File: src/rtl/ioctl_loader.sv
// ioctl download front-end: captures one ioctl_index stream into an addr/data FIFO and
// drains it to a req/ack memory write port. Optional checksum: define LOADER_CHECKSUM_EN.
module ioctl_loader #(
    parameter int unsigned DEPTH_LOG2 = 3,
    parameter int unsigned ADDR_W     = 18,
    parameter logic [7:0]  INDEX      = 8'h01,
    parameter logic [24:0] OFFSET     = 25'd0
) (
    input  logic              clk,
    input  logic              reset,
    input  logic              ioctl_download,
    input  logic              ioctl_wr,
    input  logic [24:0]       ioctl_addr,
    input  logic [7:0]        ioctl_dout,
    input  logic [7:0]        ioctl_index,
    output logic              ioctl_wait,
    output logic              mem_req,
    input  logic              mem_ack,
    output logic [ADDR_W-1:0] mem_addr,
    output logic [7:0]        mem_data,
    output logic              busy,
    output logic              done,
    output logic              overflow,
    output logic [24:0]       byte_count,
    output logic [15:0]       checksum
);

    localparam int unsigned DEPTH = 1 << DEPTH_LOG2;
    localparam int unsigned PW    = DEPTH_LOG2;
    localparam int unsigned CW    = DEPTH_LOG2 + 1;

    localparam logic [CW-1:0] FULL_CNT = CW'(DEPTH);
    // Two below full: one slot for the write already in flight when wait is seen.
    localparam logic [CW-1:0] WAIT_THR = CW'(DEPTH - 2);
    localparam logic [PW-1:0] PTR_ONE  = PW'(1);
    localparam logic [CW-1:0] CNT_ONE  = CW'(1);

    typedef enum logic [1:0] {
        StIdle,
        StLoad,
        StDrain,
        StDone
    } state_e;

    state_e            state_q, state_d;
    logic [PW-1:0]     wr_ptr_q, wr_ptr_d;
    logic [PW-1:0]     rd_ptr_q, rd_ptr_d;
    logic [CW-1:0]     count_q, count_d;
    logic              mem_req_q, mem_req_d;
    logic              wait_q, wait_d;
    logic              overflow_q, overflow_d;
    logic [24:0]       byte_count_q, byte_count_d;

    logic [ADDR_W-1:0] fifo_addr_q [DEPTH];
    logic [7:0]        fifo_data_q [DEPTH];

    logic              sel_match;
    logic              accept;
    logic              full;
    logic              pop;
    logic              push;
    logic              drop;
    logic              load_start;
    logic [24:0]       addr_sum;
    logic [ADDR_W-1:0] entry_addr;
    logic              unused_addr_sum;

    always_comb begin
        sel_match  = (ioctl_index == INDEX);
        accept     = ioctl_wr & ioctl_download & sel_match & (state_q == StLoad);
        full       = (count_q == FULL_CNT);
        pop        = mem_req_q & mem_ack;
        // A full FIFO still takes a byte when the head leaves on the same edge.
        push       = accept & (~full | pop);
        drop       = accept & full & ~pop;
        addr_sum   = ioctl_addr + OFFSET;
        entry_addr = addr_sum[ADDR_W-1:0];
    end

    assign unused_addr_sum = ^addr_sum;

    // Control FSM
    always_comb begin
        state_d    = state_q;
        load_start = 1'b0;
        unique case (state_q)
            StIdle: begin
                if (ioctl_download && sel_match) begin
                    state_d    = StLoad;
                    load_start = 1'b1;
                end
            end
            StLoad: begin
                if (!ioctl_download) begin
                    state_d = StDrain;
                end
            end
            StDrain: begin
                if ((count_q == '0) && !mem_req_q) begin
                    state_d = StDone;
                end
            end
            StDone: begin
                state_d = StIdle;
            end
            default: begin
                state_d = StIdle;
            end
        endcase
    end

    // FIFO pointers, occupancy and status
    always_comb begin
        wr_ptr_d     = wr_ptr_q;
        rd_ptr_d     = rd_ptr_q;
        count_d      = count_q;
        byte_count_d = byte_count_q;
        overflow_d   = overflow_q;

        if (push) begin
            wr_ptr_d = wr_ptr_q + PTR_ONE;
        end
        if (pop) begin
            rd_ptr_d = rd_ptr_q + PTR_ONE;
        end

        unique case ({push, pop})
            2'b10:   count_d = count_q + CNT_ONE;
            2'b01:   count_d = count_q - CNT_ONE;
            default: count_d = count_q;
        endcase

        if (load_start) begin
            byte_count_d = '0;
            overflow_d   = 1'b0;
        end else begin
            if (push) begin
                byte_count_d = byte_count_q + 25'd1;
            end
            if (drop) begin
                overflow_d = 1'b1;
            end
        end

        mem_req_d = (count_d != '0);
        wait_d    = (count_q >= WAIT_THR) | ((state_q == StDrain) & ioctl_download);
    end

    always_ff @(posedge clk) begin
        if (reset) begin
            state_q      <= StIdle;
            wr_ptr_q     <= '0;
            rd_ptr_q     <= '0;
            count_q      <= '0;
            mem_req_q    <= 1'b0;
            wait_q       <= 1'b0;
            overflow_q   <= 1'b0;
            byte_count_q <= '0;
        end else begin
            state_q      <= state_d;
            wr_ptr_q     <= wr_ptr_d;
            rd_ptr_q     <= rd_ptr_d;
            count_q      <= count_d;
            mem_req_q    <= mem_req_d;
            wait_q       <= wait_d;
            overflow_q   <= overflow_d;
            byte_count_q <= byte_count_d;
        end
    end

    // Storage needs no reset: only slots between rd_ptr and wr_ptr are ever read.
    always_ff @(posedge clk) begin
        if (push) begin
            fifo_addr_q[wr_ptr_q] <= entry_addr;
            fifo_data_q[wr_ptr_q] <= ioctl_dout;
        end
    end

`ifdef LOADER_CHECKSUM_EN
    logic [15:0] checksum_q, checksum_d;

    always_comb begin
        checksum_d = checksum_q;
        if (load_start) begin
            checksum_d = '0;
        end else if (push) begin
            checksum_d = checksum_q + {8'h00, ioctl_dout};
        end
    end

    always_ff @(posedge clk) begin
        if (reset) begin
            checksum_q <= '0;
        end else begin
            checksum_q <= checksum_d;
        end
    end

    assign checksum = checksum_q;
`else
    assign checksum = '0;
`endif

    assign ioctl_wait = wait_q;
    assign mem_req    = mem_req_q;
    // Head is gated so the port reads zero whenever no request is pending.
    assign mem_addr   = mem_req_q ? fifo_addr_q[rd_ptr_q] : '0;
    assign mem_data   = mem_req_q ? fifo_data_q[rd_ptr_q] : '0;
    assign busy       = (state_q == StLoad) || (state_q == StDrain);
    assign done       = (state_q == StDone);
    assign overflow   = overflow_q;
    assign byte_count = byte_count_q;

endmodule
File: config.mk
export PLATFORM = sky130hd
export DESIGN_NAME = ioctl_loader
export DESIGN_NICKNAME = d
export VERILOG_FILES = /design/src/rtl/ioctl_loader.sv
export SDC_FILE = /design/constraint.sdc
export NUM_CORES = 1
export LEC_CHECK = 0
export CAP_MARGIN = 10
export CELL_PAD_IN_SITES_DETAIL_PLACEMENT = 1
export CELL_PAD_IN_SITES_GLOBAL_PLACEMENT = 2
export CORE_MARGIN = 2
export CORE_UTILIZATION = 31
export CTS_CLUSTER_SIZE = 16
export DETAILED_ROUTE_END_ITERATION = 12
export HOLD_SLACK_MARGIN = 0.03
export PLACE_DENSITY = 0.69
export SKIP_CTS_REPAIR_TIMING = 1
export SYNTH_ARGS = -nofsm -noshare
export SYNTH_HDL_FRONTEND = slang
export SYNTH_SLANG_ARGS = --single-unit
File: constraint.sdc
create_clock -name clk -period 4.8 [get_ports clk]
set_input_delay 0.96 -clock clk [delete_from_list [all_inputs] [get_ports clk]]
set_output_delay 0.96 -clock clk [all_outputs]
set_load 0.005 [all_outputs]
==> flow_summary_export.csv <==
group,metric,value,unit
layout,fin_cells,1161,
floorplanning,num_io_pins,118,
power_and_ir_drop,clkPwrFrac,0.408,
setup_path,ff2ff_path_depth,13,
yosys,syn-instance-count,582,
yosys,ys_top_cells_by_count,"208 x edfxtp_1, 52 x mux4_2, 46 x nor2_1, 43 x dfxtp_1, 28 x mux2i_1",
sta,postLayoutSetupSlackWorst,809,ps
min_path,hold_path.class,"reg2reg",
setup_path,cp-end-kind,"primary output",
yosys,ys_warn_count,0,
placed_design,place_ws,629,ps
sta,final.period_utilization,0.832,
min_path,hold_depth,2,
global_route,grt_max_degree,39,
sta,max_slew_margin,0.259,
setup_path,crit_fanout,38,
placed_design,dp_cells,1109,
clocking,htree_levels,1,
setup_path,timing.rr.start,"state_q[1]",
drt,vias,5376,
placed_design,place.gp.congestion,0.742,
sta,finalCriticalPeriod,3990,ps
power_and_ir_drop,p_per_area,406,nW/um^2
layout,seq_area,7110,um^2
power_and_ir_drop,ir_worst_vdd,0.000236,V
drt,wl_per_cell,19.2,um
floorplanning,die_w,185,um
floorplanning,start_util,0.313,
setup_path,r2r_slack,1760,ps
yosys,synth_area,10100,um^2
drt,dr.pass1.iters,4,
floorplanning,dieArea,34100,um^2
setup_path,crit_required,3840,ps
yosys,yosysMostFrequentCell,"edfxtp_1",
drt,postRouteAntennaNets,0,
yosys,synth.yosys.seq_area_share,0.702,
yosys,synth-edff-count,208,
floorplanning,die_h,185,um
clocking,path_clk_slew,60,ps
power_and_ir_drop,swShare,0.225,
setup_path,reg2reg_to,"mem_req",
yosys,syn_area_per_cell,17.4,um^2
floorplanning,num_rows,66,
layout,area.growth.synth_to_final,24.2,%
yosys,ys_ff_latch,251,
power_and_ir_drop,power,0.00510,W
power_and_ir_drop,p_seq_frac,0.479,
placed_design,port_buffers,94,
status,status,"completed",
flow_run,cap_violations,0,
clocking,cts_tree,"yes",
floorplanning,core_area,32400,um^2
sta,final.setup.tns,0,ps
setup_path,crit_type,"reg2out",
sta,hold_ws,503,ps
setup_path,crit_arrival,3030,ps
sta,final_max_slew_viol_count,0,
power_and_ir_drop,switching_power,0.00114,W
power_and_ir_drop,p_int,0.00395,W
layout,drive_gt1_frac,0.179,
global_route,antenna_found_initial,2,
yosys,synth_top_area_cell,"edfxtp_1",
setup_path,crit_path_end,"mem_data[1]",
global_route,grt_pass1_wl,34700,um
yosys,synth-main-ff-cell,"edfxtp_1",
clocking,clock_latency,560,ps
power_and_ir_drop,p_leak,3.92,nW
sta,worst_pin_slew,1100,ps
layout,num-nets-final,754,
sta,finalClockSkew,20.5,ps
global_route,grt_pass1_vias,6076,
yosys,yosysTopAreaCellShare,0.617,
sta,rsz0062_at_grt,"false",
yosys,post_synth_num_cell_types,43,
clocking,numCtsBuffers,28,
power_and_ir_drop,p_comb_frac,0.113,
setup_path,start_kind,"flop",
drt,drc,0,
layout,n_fill_cell,3274,
global_route,grt_overflow_total,0,
sta,hold_violations,0,
yosys,async_reset_ff_frac,0,
clocking,root_buffer,"clkbuf_16",
clocking,cts_sinks,251,
global_route,grt.total_usage,0.132,
layout,multi_input_area,2870,um^2
placed_design,hpwl,13800,um
drt,vias_per_cell,4.63,
sta,setup_viol,0,
sta,timing.fmax,251,MHz
drt,drt-total-wl,22300,um
yosys,synth_area_leaders,"edfxtp_1 62%, mux4_2 12%, dfxtp_1 8.5%",
drt,drt_iter0_drc,245,
clocking,clk_path_buf_depth,3,
-- state kept, by name (all words and copies together) (netlist names), named ones only --
register / flops
state_q: 2
mem_req: 1
wr_ptr_q: 3
fifo_addr_q: 144
byte_count: 25
count_q: 4
rd_ptr_q: 3
ioctl_wait: 1
fifo_data_q: 64
overflow: 1
-- through the flow --
| step | utilization | area [um^2] |
|---|---|---|
| 5_1_grt | 0.388 | 12600 |
| 3_3_place_gp | 0.360 | 11700 |
| 6_report | 0.388 | 12600 |
| 3_5_place_dp | 0.360 | 11700 |
| 4_1_cts | 0.388 | 12600 |
| 2_1_floorplan | - | 10200 |
-- how the worst min path moves through the flow --
stage | start | endpoint | slack [ps]
2_1_floorplan | rd_ptr_q[1] | flop | 450
3_3_place_gp | rd_ptr_q[1] | flop | 460
3_5_place_dp | rd_ptr_q[1] | flop | 490
4_1_cts | rd_ptr_q[1] | flop | 500
5_1_grt | rd_ptr_q[1] | flop | 520
6_report | rd_ptr_q[1] | flop | 500
-- routing by layer --
| metal | global-route usage | up-vias | routed length [um] |
|---|---|---|---|
| met1 | 0.166 | 2783 | 9530 |
| met2 | 0.233 | 124 | 11200 |
| met4 | 0.0337 | 0 | 489 |
| li1 | - | 2433 | - |
| met3 | 0.0281 | 36 | 1050 |
| met5 | 0 | - | 0 |
-- final cells by class --
class                   count  share of cell area
repair buffers            111              0.0880
multi-input cells         299               0.228
clock inverters            14              0.0134
diodes                      2            0.000398
well taps                 442              0.0440
inverters                   6             0.00179
clock buffers              36              0.0582
flip-flops and latches    251               0.566
-- power groups by stage --
stage	clock network [W]	registers [W]	logic [W]
after global placement	0	0.00249	0.000570
after detailed placement	0	0.00249	0.000585
after CTS	0.00215	0.00244	0.000587
final	0.00208	0.00244	0.000576
after floorplan	0	0.00243	0.000378
after global routing	0.00223	0.00245	0.000627
-- layout by cell type, fill, tap and decap left out, types with 3 or more instances in the layout --
master           count
mux4_2              52
dfxtp_1             40
nor2b_1             27
buf_12               3
inv_1                6
nand3_1             11
clkinv_1             4
xnor2_1             12
xor2_1              18
clkbuf_16           28
nand4_1              5
edfxtp_1           208
clkdlybuf4s50_1     94
nor4_2               3
bufinv_16            3
clkinv_2             5
nor2_2               3
and4_1               4
a21oi_1              7
nor2_1              43
mux2i_1             28
buf_4               14
ha_1                10
clkbuf_1             8
conb_1              16
nand2_1             23
nor3_2               4
nor3_1               7
-- critical path, stage by stage (launching register included) --
cell,delay (ps)
dfxtp_4,870
buf_4,340
mux4_2,510
mux2i_1,190
nor2b_1,100
clkdlybuf4s50_1,450
-- cell families (layout without fill, tap and decap cells) --
logic type / after synthesis / after routing / synth area share
AND/OR/NAND/NOR: 143 / 143 / 0.0750
adder cells (fa/ha/maj): 11 / 11 / 0.0143
buffers and inverters: 47 / 167 / 0.0244
multiplexers: 81 / 81 / 0.145
other: 1 / 18 / 0.000371
AO/OA/AOI/OAI: 18 / 18 / 0.0127
flip-flops: 251 / 251 / 0.702
XOR/XNOR: 30 / 30 / 0.0260
(Power assumes the default switching activity.)
